File: src/rtl/uart_pkg.sv
// ---------------------------------------------------------------------------
// | Package     : uart_pkg                                                  |
// | Description : Shared UART definitions for the 8N1 receiver and sender. |
// | Revision    : 1.0 - initial release                                     |
// ---------------------------------------------------------------------------
`default_nettype none

package uart_pkg;

  localparam int UART_DATA_BITS = 8;

  typedef enum logic [1:0] {
    IDLE  = 2'd0,
    START = 2'd1,
    DATA  = 2'd2,
    STOP  = 2'd3
  } uart_state_t;

  // Clocks per bit; integer division, so CLK_HZ should be a near multiple of the baud rate.
  function automatic int baud_div(input int clk_hz, input int baudrate);
    return clk_hz / baudrate;
  endfunction

endpackage

`default_nettype wire

File: src/rtl/uart_rx_8n1.sv
// ---------------------------------------------------------------------------
// | Module      : uart_rx_8n1                                               |
// | Description : 8N1 serial receiver with 2-FF input synchronizer.        |
// | Revision    : 1.0 - initial release                                     |
// ---------------------------------------------------------------------------
`default_nettype none

module uart_rx_8n1 #(
  parameter int CLK_HZ   = 25_000_000,
  parameter int BAUDRATE = 9600
) (
  input  logic       clk,
  input  logic       rst,
  input  logic       rx,
  output logic [7:0] rx_byte,
  output logic       rx_valid,
  output logic       frame_err
);
  import uart_pkg::*;

  localparam int c_div   = baud_div(CLK_HZ, BAUDRATE);
  localparam int c_cnt_w = $clog2(c_div);
  localparam int c_idx_w = $clog2(UART_DATA_BITS);

  localparam logic [c_cnt_w-1:0] c_half     = c_cnt_w'(c_div / 2 - 1);
  localparam logic [c_cnt_w-1:0] c_full     = c_cnt_w'(c_div - 1);
  localparam logic [c_cnt_w-1:0] c_cnt_one  = c_cnt_w'(1);
  localparam logic [c_idx_w-1:0] c_last_bit = c_idx_w'(UART_DATA_BITS - 1);
  localparam logic [c_idx_w-1:0] c_idx_one  = c_idx_w'(1);

  localparam logic [1:0] c_st_idle  = IDLE;
  localparam logic [1:0] c_st_start = START;
  localparam logic [1:0] c_st_data  = DATA;
  localparam logic [1:0] c_st_stop  = STOP;

  logic [1:0]               r_sync;
  logic                     r_rx_d;
  logic [1:0]               r_state;
  logic [c_cnt_w-1:0]       r_cnt;
  logic [c_idx_w-1:0]       r_idx;
  logic [7:0]               r_shift;
  logic [7:0]               r_byte;
  logic                     r_valid;
  logic                     r_ferr;

  logic w_rx;
  logic w_fall;
  logic w_tick;

  assign w_rx   = r_sync[1];
  assign w_fall = r_rx_d & ~w_rx;
  assign w_tick = (r_cnt == '0);

  always_ff @(posedge clk or negedge rst) begin
    if (!rst) begin
      r_sync  <= 2'b11;
      r_rx_d  <= 1'b1;
      r_state <= c_st_idle;
      r_cnt   <= '0;
      r_idx   <= '0;
      r_shift <= '0;
      r_byte  <= '0;
      r_valid <= 1'b0;
      r_ferr  <= 1'b0;
    end else begin
      r_sync  <= {r_sync[0], rx};
      r_rx_d  <= w_rx;
      r_valid <= 1'b0;
      r_ferr  <= 1'b0;
      case (r_state)
        c_st_idle: begin
          if (w_fall) begin
            r_cnt   <= c_half;
            r_state <= c_st_start;
          end
        end
        c_st_start: begin
          if (!w_tick) begin
            r_cnt <= r_cnt - c_cnt_one;
          end else if (!w_rx) begin
            r_cnt   <= c_full;
            r_idx   <= '0;
            r_state <= c_st_data;
          end else begin
            r_state <= c_st_idle;
          end
        end
        c_st_data: begin
          if (!w_tick) begin
            r_cnt <= r_cnt - c_cnt_one;
          end else begin
            r_shift <= {w_rx, r_shift[7:1]};
            r_cnt   <= c_full;
            r_idx   <= r_idx + c_idx_one;
            if (r_idx == c_last_bit) r_state <= c_st_stop;
          end
        end
        c_st_stop: begin
          if (!w_tick) begin
            r_cnt <= r_cnt - c_cnt_one;
          end else begin
            // Return to IDLE at mid stop bit so a following start edge is never missed.
            if (w_rx) begin
              r_byte  <= r_shift;
              r_valid <= 1'b1;
            end else begin
              r_ferr <= 1'b1;
            end
            r_state <= c_st_idle;
          end
        end
        default: r_state <= c_st_idle;
      endcase
    end
  end

  assign rx_byte   = r_byte;
  assign rx_valid  = r_valid;
  assign frame_err = r_ferr;

endmodule

`default_nettype wire

File: src/rtl/uart_rx_word_loader.sv
// ---------------------------------------------------------------------------
// | Module      : uart_rx_word_loader                                       |
// | Description : UART receiver packing little-endian bytes into 32-bit    |
// |               program-memory writes at an auto-incrementing address.   |
// | Revision    : 1.0 - initial release                                     |
// ---------------------------------------------------------------------------
`default_nettype none

module uart_rx_word_loader #(
  parameter int CLK_HZ       = 25_000_000,
  parameter int BAUDRATE     = 9600,
  parameter int ADDR_W       = 13,
  parameter int TIMEOUT_BITS = 20
) (
  input  logic              clk,
  input  logic              rst,
  input  logic              RX,
  input  logic              load_en,
  output logic [7:0]        rx_byte,
  output logic              rx_valid,
  output logic              frame_err,
  output logic              we,
  output logic [ADDR_W-1:0] wa,
  output logic [31:0]       wd,
  output logic              full
);
  import uart_pkg::*;

  localparam int c_div     = baud_div(CLK_HZ, BAUDRATE);
  localparam int c_to_lim  = TIMEOUT_BITS * c_div;
  localparam int c_to_w    = $clog2(c_to_lim + 1);

  localparam logic [c_to_w-1:0] c_to_max = c_to_w'(c_to_lim);
  localparam logic [c_to_w-1:0] c_to_one = c_to_w'(1);
  localparam logic [ADDR_W-1:0] c_wa_max = '1;
  localparam logic [ADDR_W-1:0] c_wa_one = ADDR_W'(1);

  logic [1:0]        r_byte_cnt;
  logic [c_to_w-1:0] r_to_cnt;
  logic              r_we;
  logic [ADDR_W-1:0] r_wa;
  logic [31:0]       r_wd;
  logic              r_full;

  uart_rx_8n1 #(
    .CLK_HZ   (CLK_HZ),
    .BAUDRATE (BAUDRATE)
  ) u_rx (
    .clk       (clk),
    .rst       (rst),
    .rx        (RX),
    .rx_byte   (rx_byte),
    .rx_valid  (rx_valid),
    .frame_err (frame_err)
  );

  always_ff @(posedge clk or negedge rst) begin
    if (!rst) begin
      r_byte_cnt <= '0;
      r_to_cnt   <= '0;
      r_we       <= 1'b0;
      r_wa       <= '0;
      r_wd       <= '0;
      r_full     <= 1'b0;
    end else begin
      r_we <= 1'b0;
      if (!load_en) begin
        // Dropping load_en also cancels a word whose 4th byte lands this cycle.
        r_byte_cnt <= '0;
        r_to_cnt   <= '0;
        r_wa       <= '0;
        r_full     <= 1'b0;
      end else begin
        if (r_we) begin
          if (r_wa == c_wa_max) r_full <= 1'b1;
          else                  r_wa   <= r_wa + c_wa_one;
        end
        if (rx_valid && !r_full) begin
          r_wd[{r_byte_cnt, 3'b000} +: 8] <= rx_byte;
          r_byte_cnt <= r_byte_cnt + 2'd1;
          r_to_cnt   <= '0;
          if (r_byte_cnt == 2'd3) r_we <= 1'b1;
        end else if (frame_err) begin
          r_byte_cnt <= '0;
          r_to_cnt   <= '0;
        end else if (r_byte_cnt != 2'd0) begin
          if (r_to_cnt == c_to_max) begin
            r_byte_cnt <= '0;
            r_to_cnt   <= '0;
          end else begin
            r_to_cnt <= r_to_cnt + c_to_one;
          end
        end
      end
    end
  end

  assign we   = r_we;
  assign wa   = r_wa;
  assign wd   = r_wd;
  assign full = r_full;

endmodule

`default_nettype wire

File: config.mk
export PLATFORM = sky130hd
export DESIGN_NAME = uart_rx_word_loader
export DESIGN_NICKNAME = d
export VERILOG_FILES = /design/src/rtl/uart_pkg.sv /design/src/rtl/uart_rx_8n1.sv /design/src/rtl/uart_rx_word_loader.sv
export SDC_FILE = /design/constraint.sdc
export NUM_CORES = 1
export LEC_CHECK = 0
export ABC_AREA = 0
export CAP_MARGIN = 20
export CORE_MARGIN = 8
export CORE_UTILIZATION = 55
export DETAILED_ROUTE_END_ITERATION = 16
export PLACE_DENSITY = 0.86
export SYNTH_ARGS = -nofsm -noshare
export SYNTH_HDL_FRONTEND = slang
export SYNTH_SLANG_ARGS = --single-unit
File: constraint.sdc
create_clock -name clk -period 4.9 [get_ports clk]
set_input_delay 0.735 -clock clk [delete_from_list [all_inputs] [get_ports clk]]
set_output_delay 0.735 -clock clk [all_outputs]
set_load 0.005 [all_outputs]
# Word level (Yosys, flattened, before mapping)
# Index checks and enable logic that the tools add are counted.
[totals]
regBits = 103
inputBits = 4
output_inout_bits = 57
[classes]
n_addsub = 6
eq_ne = 20
shift = 2
muxes = 43
bitwise_logic = 2
n_reduce_logical = 15
[ops]
columns = ["op", "n"]
rows = [
  ["$mux W16", 5],
  ["$mux W12", 5],
  ["$pmux W12 S4", 1],
  ["$mux W13", 3],
  ["$bwmux W32", 1],
  ["$shift A8 B7 Y32 const A", 1],
  ["$shiftx A8 B7 Y32", 1],
  ["$mux W2", 11],
  ["$add A16 B1 Y16 const B", 1],
  ["$eq A16 B16 Y1 const B", 1],
  ["$ne A2 B1 Y1 const B", 7],
  ["$add A13 B1 Y13 const B", 1],
  ["$eq A13 B13 Y1 const B", 1],
  ["$logic_not A12 Y1", 1],
  ["$mux W1", 12],
  ["$sub A12 B1 Y12 const B", 1],
  ["$reduce_and A2 Y1", 5],
  ["$mux W3", 3],
  ["$ne A4 B1 Y1 const B", 2],
  ["$pmux W2 S4", 1],
  ["$neg A5 Y7", 1],
  ["$eq A2 B2 Y1 const B", 3],
  ["$ne A2 B2 Y1 const B", 3],
  ["$pmux W3 S2", 1],
  ["14 further kinds", 16],
]

# Logic depth before layout (Yosys ltp)
[logic_depth]
ltp_word = 6
ltp_mapped = 7

# Hierarchy
# Synthesis repeated with hierarchy kept, for this count alone.
[unflattened]
hier_cells = 525
area_unflattened_um2 = 5178.7
[by_module_without_submodules]
columns = ["mod", "instances", "cells_per_inst", "area_each_um2", "seq_area_each_um2"]
rows = [
  ["uart_rx_word_loader", 1, 341, 3170.5, 1626.6],
  ["uart_rx_8n1", 1, 184, 2008.2, 954.7],
]

# Least setup slack after synthesis
# No wires, ideal clock.
[synth_path]
path_kind = "flip-flop to flip-flop"
startpoint = "register u_rx.r_cnt[0]"
endpoint = "register u_rx.r_byte[0], in the netlist u_rx.rx_byte[0]"
setup_ns = 0.125
t_arrival_ns = 2.102
required_ns = 4.775
slack_ns = 2.673
path_stages_with_launch = 7
n_path_buf = 1
period_less_slack_ns = 2.227
path_cell_list = "dfrtp_1 > inv_1 > ha_1 > or3b_2 > buf_2 > nor4_4 > mux2_2"
[synth_between]
elab_chain_cells = 2
[synth_rtl]
columns = ["element", "line", "source"]
rows = [
  ["start: declaration", "uart_rx_8n1.sv:39", "logic [c_cnt_w-1:0] r_cnt;"],
  ["start signal: assignment", "uart_rx_8n1.sv:73", "r_cnt <= c_half;"],
  ["start signal: assignment", "uart_rx_8n1.sv:79", "r_cnt <= r_cnt - c_cnt_one;"],
  ["start signal: assignment", "uart_rx_8n1.sv:81", "r_cnt <= c_full;"],
  ["$logic_not A12 Y1", "uart_rx_8n1.sv:52", "assign w_tick = (r_cnt == '0);"],
  ["$reduce_and A3 Y1 (no line)", "-", ""],
  ["end signal: assignment", "uart_rx_8n1.sv:104", "r_byte <= r_shift;"],
  ["end: declaration", "uart_rx_8n1.sv:42", "logic [7:0] r_byte;"],
]
# No other way between the ends.
# A chain may end at the register's enable or synchronous reset.

# Final worst setup path
[layout_path]
startpoint = "register u_rx.r_cnt[0]"
endpoint = "register u_rx.r_byte[6], in the netlist u_rx.rx_byte[6]"
# The elaborated chain is that of the path after synthesis.

==> flow_metrics.py <==
metrics = {
    "yosys": {
        "netlist_instances": 503,
        "synth_area_per_cell_um2": 10.0,
        "synth-edff-count": 0,
        "async_flop_share_pct": 100,
        "synthFlopType": "dfrtp_1",
        "synth_cell_types": 59,
        "seq_area_frac_synth_pct": 51.2,
        "ys.warnings.count": 0,
        "synth_nets": 523,
        "synth_seq_cells": 103,
        "syn_area_mm2": 0.00504,
    },
    "setup_path": {
        "cp_num_buf_inv": 1,
        "critPathLaunchType": "flip-flop",
        "crit_type": "reg2reg",
        "crit_chain": "inv_1, ha_1, or3b_2, nor4_4, mux2_2",
        "critPathMaxFanout": 9,
        "cpMaxStageDelayCell": "nor4_4",
        "cpLargestDelayFamily": "simple AND/OR/NAND/NOR gates",
        "max_stage_delay_ns": 0.67,
        "critPathRequiredTime_ns": 5.15,
        "cp_data_arrival_time_ns": 2.75,
        "worstSetupEndpointType": "flip-flop",
    },
    "clock_tree": {
        "htree_levels": 3,
        "postCtsSetupBuffers": 0,
        "post_cts_resized": 0,
        "cts_tree": "yes",
        "root_buffer": "clkbuf_8",
        "clockBufferDepth": 2,
        "hold_buffers": 0,
        "numCtsBuffers": 9,
        "clk-insertion-delay-late_ns": 0.37,
        "clk_pin_slew_worst_paths_ns": 0.11,
        "clock_sinks": 103,
    },
    "timing": {
        "finalCriticalPeriod_ns": 2.50,
        "finalSetupViolCount": 0,
        "fin_setup_tns_ns": 0,
        "hold_violations": 0,
        "max_freq_ghz": 0.399,
        "slew_violations": 0,
        "min_period_over_period_pct": 51.1,
        "worst_slack_ns": 2.40,
        "tightest_slew_ns": 1.09,
        "slew-limit-headroom_pct": 27.2,
        "fin_worst_skew_ns": 0.0208,
        "rsz0062_at_grt": "no",
    },
    "drt": {
        "drc": 0,
        "vias": 4233,
        "routed_wl_um": 12000,
        "postRouteAntennaNets": 0,
        "drtIter0Drc": 272,
        "viasPerCell": 6.23,
        "post_drt_wl_per_cell_um": 17.7,
        "dr.pass1.iters": 5,
    },
    "placement": {
        "hpwlAfterDp_um": 8420,
        "dp_slack_ns": 2.08,
        "gp_congestion": 0.880,
        "io_buffers": 60,
    },
    "final_layout": {
        "area_growth_pct": 17.9,
        "n_antenna_cell": 0,
        "nets": 583,
        "drive_gt1_share_pct": 9.33,
    },
    "die": {
        "start_util_pct": 55.7,
        "core-area_mm2": 0.00906,
        "io_pins": 61,
        "die-area_mm2": 0.0125,
        "die_x_um": 112,
        "core.rowCount": 35,
        "die_h_um": 112,
    },
    "outcome": {
        "status": "completed",
    },
    "pwr": {
        "switching_power_uw": 794,
        "clkPwrFrac_pct": 24.9,
        "pwr-share-comb_pct": 29.3,
        "p_int_mw": 1.35,
        "sw_frac_of_total_pct": 37.1,
        "ir_drop_uv": 331,
        "p_seq_share_pct": 45.8,
        "cellLeakagePower_nw": 2.49,
        "pwr_density_cell_mw_per_mm2": 360,
    },
    "grt": {
        "grt_max_degree": 67,
        "grt_util_all_layers_pct": 19.4,
        "grt_overflow": 0,
        "antenna_found_initial": 0,
        "grt_pass1_wl_um": 20100,
        "grt_pass1_vias": 4049,
    },
    "min_path": {
        "min_path_type": "reg2reg",
    },
    "flow_run": {
        "maxCapViolations": 0,
    },
}
[synthesized netlist by cell type (9+ instances only)]
cell type  number  area (µm²)
or3_1           9        56.3
a21oi_1        28         140
mux2_2         17         191
o31ai_1        11        82.6
clkbuf_1       13        48.8
nand4_1        10        62.6
nand3_1        10        50.1
ha_1           16         200
nand2_1        95         357
o21ai_0        46         230
dfrtp_1       100        2500
or4_1          12        90.1
nor2_1         14        52.6
inv_1          15        56.3
[final timing paths]
check / startpoint / endpoint / slack, ns / cells after the start
max in group asynchronous: rst / u_rx.r_sync[1]$_DFF_PN1_ / 3.42 / 2
min in group asynchronous: rst / wa[3]$_DFFE_PN0P_ / 0.44 / 1
worst max register to register: u_rx.r_cnt[0]$_DFFE_PN0P_ / u_rx.rx_byte[6]$_DFFE_PN0P_ / 2.40 / 5
worst min-delay path: u_rx.r_sync[0]$_DFF_PN1_ / u_rx.r_sync[1]$_DFF_PN1_ / 0.39 / 0
worst min register to register: u_rx.r_sync[0]$_DFF_PN1_ / u_rx.r_sync[1]$_DFF_PN1_ / 0.39 / 0
worst max-delay path: u_rx.r_cnt[0]$_DFFE_PN0P_ / u_rx.rx_byte[6]$_DFFE_PN0P_ / 2.40 / 5
[power by group through the flow]
stage	Clock, mW	Combinational, mW	Sequential (mW)
final	0.533	0.629	0.982
after global routing	0.566	0.691	0.992
after global placement	0	0.585	0.988
after CTS	0.534	0.615	0.980
after detailed placement	0	0.610	0.997
after floorplan	0	0.500	0.977
[registers in the layout (all words and copies together) (netlist names), named ones only]
signal and count:
full 1, r_byte_cnt 2, r_to_cnt 16, u_rx.frame_err 1, u_rx.r_cnt 12, u_rx.r_idx 3, u_rx.r_rx_d 1, u_rx.r_shift 8
u_rx.r_state 1, u_rx.r_sync 2, u_rx.rx_byte 8, u_rx.rx_valid 1, wa 13, wd 32, we 1
[final cells by class]
cell class              instances  area (µm²)
fillers                       696        3120
clock inverters                 7        75.1
clock buffers                   9         124
multi-input cells             369        2340
inverters                      15        56.3
flip-flops and latches        103        2580
well taps                     111         139
repair buffers                 65         633
[cell families after synthesis]
kind of cell / count (synthesis) / synth area share, %
adders and majority gates: 16 / 3.97
buffers and inverters: 31 / 2.43
xor gates and xnor gates: 5 / 0.868
and+or+nand+nor: 196 / 20.2
muxes: 20 / 4.39
AOI/OAI and AO/OA: 132 / 17.0
DFF: 103 / 51.2
[metal layers]
| layer | share of wire (%) | up-vias | global-route usage (%) |
|---|---|---|---|
| met4 | 1.5 | 0 | 6.38 |
| met5 | 0 | - | 0 |
| met1 | 44 | 2108 | 24.9 |
| li1 | - | 1966 | - |
| met3 | 4.8 | 18 | 2.87 |
| met2 | 50 | 141 | 32.8 |
[stage by stage]
step / instances / area [µm²] / hold WS (ns) / utilization (%) / power [mW]
after floorplan: 503 / 5040 / 0.345 / - / 1.48
after global placement: 660 / 5730 / 0.346 / 63.2 / 1.57
after detailed placement: 660 / 5730 / 0.354 / 63.2 / 1.61
after CTS: 676 / 5930 / 0.384 / 65.4 / 2.13
after global routing: 679 / 5950 / 0.393 / 65.6 / 2.25
final: 679 / 5950 / 0.387 / 65.6 / 2.14
[placed cells by master, fill, tap and decap left out, types with 11 or more instances in the layout]
master / instances
or4_1: 12
nand2_1: 95
inv_1: 15
mux2_2: 17
o31ai_1: 11
dfrtp_1: 100
clkdlybuf4s50_1: 59
a21oi_1: 28
o21ai_0: 46
ha_1: 16
nor2_1: 14
Power figures use the tool's default switching activity.
==> RTL edit (same settings) <==
`BAUDRATE` is set to 9600 in 2 places; all go to 19200.
--- a/src/rtl/uart_rx_8n1.sv
+++ b/src/rtl/uart_rx_8n1.sv
@@ -8,5 +8,5 @@
 module uart_rx_8n1 #(
   parameter int CLK_HZ   = 25_000_000,
-  parameter int BAUDRATE = 9600
+  parameter int BAUDRATE = 19200
 ) (
   input  logic       clk,
--- a/src/rtl/uart_rx_word_loader.sv
+++ b/src/rtl/uart_rx_word_loader.sv
@@ -9,5 +9,5 @@
 module uart_rx_word_loader #(
   parameter int CLK_HZ       = 25_000_000,
-  parameter int BAUDRATE     = 9600,
+  parameter int BAUDRATE     = 19200,
   parameter int ADDR_W       = 13,
   parameter int TIMEOUT_BITS = 20
Function: no difference found for any inputs over 10 cycles, from zero or initial values and one cycle with rst low; that may be too few to reach the edited logic, so the function may still have changed.
==> RTL edit against the unedited design <==
  * Worst setup slack got worse by 0.16 ns
  * Sequential cell count fell by 2
  * Wire length fell by 7.7%
  * Global-route usage fell by 0.21 points
  * Combinational power fell by 19%
  * Sequential power fell by 4.7%
  * Count of clock-buffer cells in the layout rose by 2
  * Design area fell by 2.5%
  * Area after synthesis fell by 3.1%
  * Cell count fell by 1.8%
  * Power fell by 6.4%
  * Clock skew fell by 0.0023 ns
  * Critical path depth rose by 1
  * Maximum frequency fell by 6.1%
  * Largest cell class unchanged
==> RTL edit: results <==
status:
  status: "finished clean"
finish:
  seq_cell_count: 101
  drive_gt1_share_pct: 6.08
  num-nonclk-buffers: 64
  layout.nets: 575
  multi_input_area_share_pct: 38.2
  final-nonclk-buf-share_pct: 10.7
  fill_cells: 662
  seq_area_share_pct: 43.7
  multi_input_area_um2: 2210
  nonClockInverterCount: 21
  clock_tree_area_fraction_pct: 3.73
  layout.comb_gates.multi_input: 357
  clock_buffers: 11
  fin_cells: 667
yosys:
  avgSynthCellArea_um2: 9.88
  yosys-top-cells-count: "dfrtp_1 (98), nand2_1 (89), o21ai_1 (46)"
  yosysUniqueCellTypes: 60
  async_flop_share_pct: 100
  synthCells: 495
  ys_seq_area_share_pct: 51.8
  ys_top_cells_by_area: "dfrtp_1 (50%), nand2_1 (6.8%), o21ai_1 (4.7%), ha_1 (4.4%), mux2_1 (3.7%)"
  yosysTopAreaCellShare_pct: 50.2
  synth_fp_nets: 516
placement:
  dp_hpwl_um: 7890
  globalplace.congestion: 0.872
  placed_area_um2: 5560
  dp.cells: 648
  dp_slack_ns: 1.84
global_routing:
  grt_usage_pct: 19.2
  grt_pass1_vias: 3959
  grt_pass1_wl_um: 18800
  grt_max_degree: 63
  grt_overflow_total: 0
  antenna_found_initial: 0
worst_setup_path:
  crit_slowest_cell: "or4b_1"
  arrival_ns: 2.91
  reg2reg_to: "u_rx.rx_byte[0]$_DFFE_PN0P_"
  critical-path-max-stage-delay_ns: 0.62
  reg2regPathDepth: 6
timing:
  holdWs_ns: 0.363
  finalSetupViolCount: 0
  postLayoutSetupSlackWorst_ns: 2.23
  fin_worst_skew_ns: 0.0185
  slew_headroom_pct: 35.1
routing:
  drtIter0Drc: 178
  vias: 4012
  wl_um: 11100
pwr:
  vdd.ir_drop.worst_mv: 0.305
  p_leak_nw: 2.42
RTL edit: cell types whose count changed after synthesis, moves of 5 or more:
cell     change
o21ai_1     +46
o21ai_0     -37
mux2_1      +16
mux2_2      -16
or3_1       +11
a31oi_1      -7
nand2_1      -6
nand4_1      -5
RTL edit: kinds of logic after synthesis:
logic type / share of synthesized area (%)
compound gates: 16.4
xor+xnor: 0.537
fa+ha+maj: 4.35
buf+inv: 2.97
flops: 51.8
mux: 4.12
simple gates: 19.9
RTL edit: layer usage:
layer	wire length, µm	global-route usage, %	vias up
li1	-	-	1900
met1	4640	23.0	1984
met2	5690	33.5	112
met3	650	4.13	16
met4	141	6.18	0
met5	0	0	-
RTL edit: report_power, final:
group,internal (mW),switching (mW),total [mW]
sequential,0.883,0.0529,0.936
clock,0.270,0.293,0.562
combinational,0.194,0.313,0.507
total,1.35,0.659,2.01
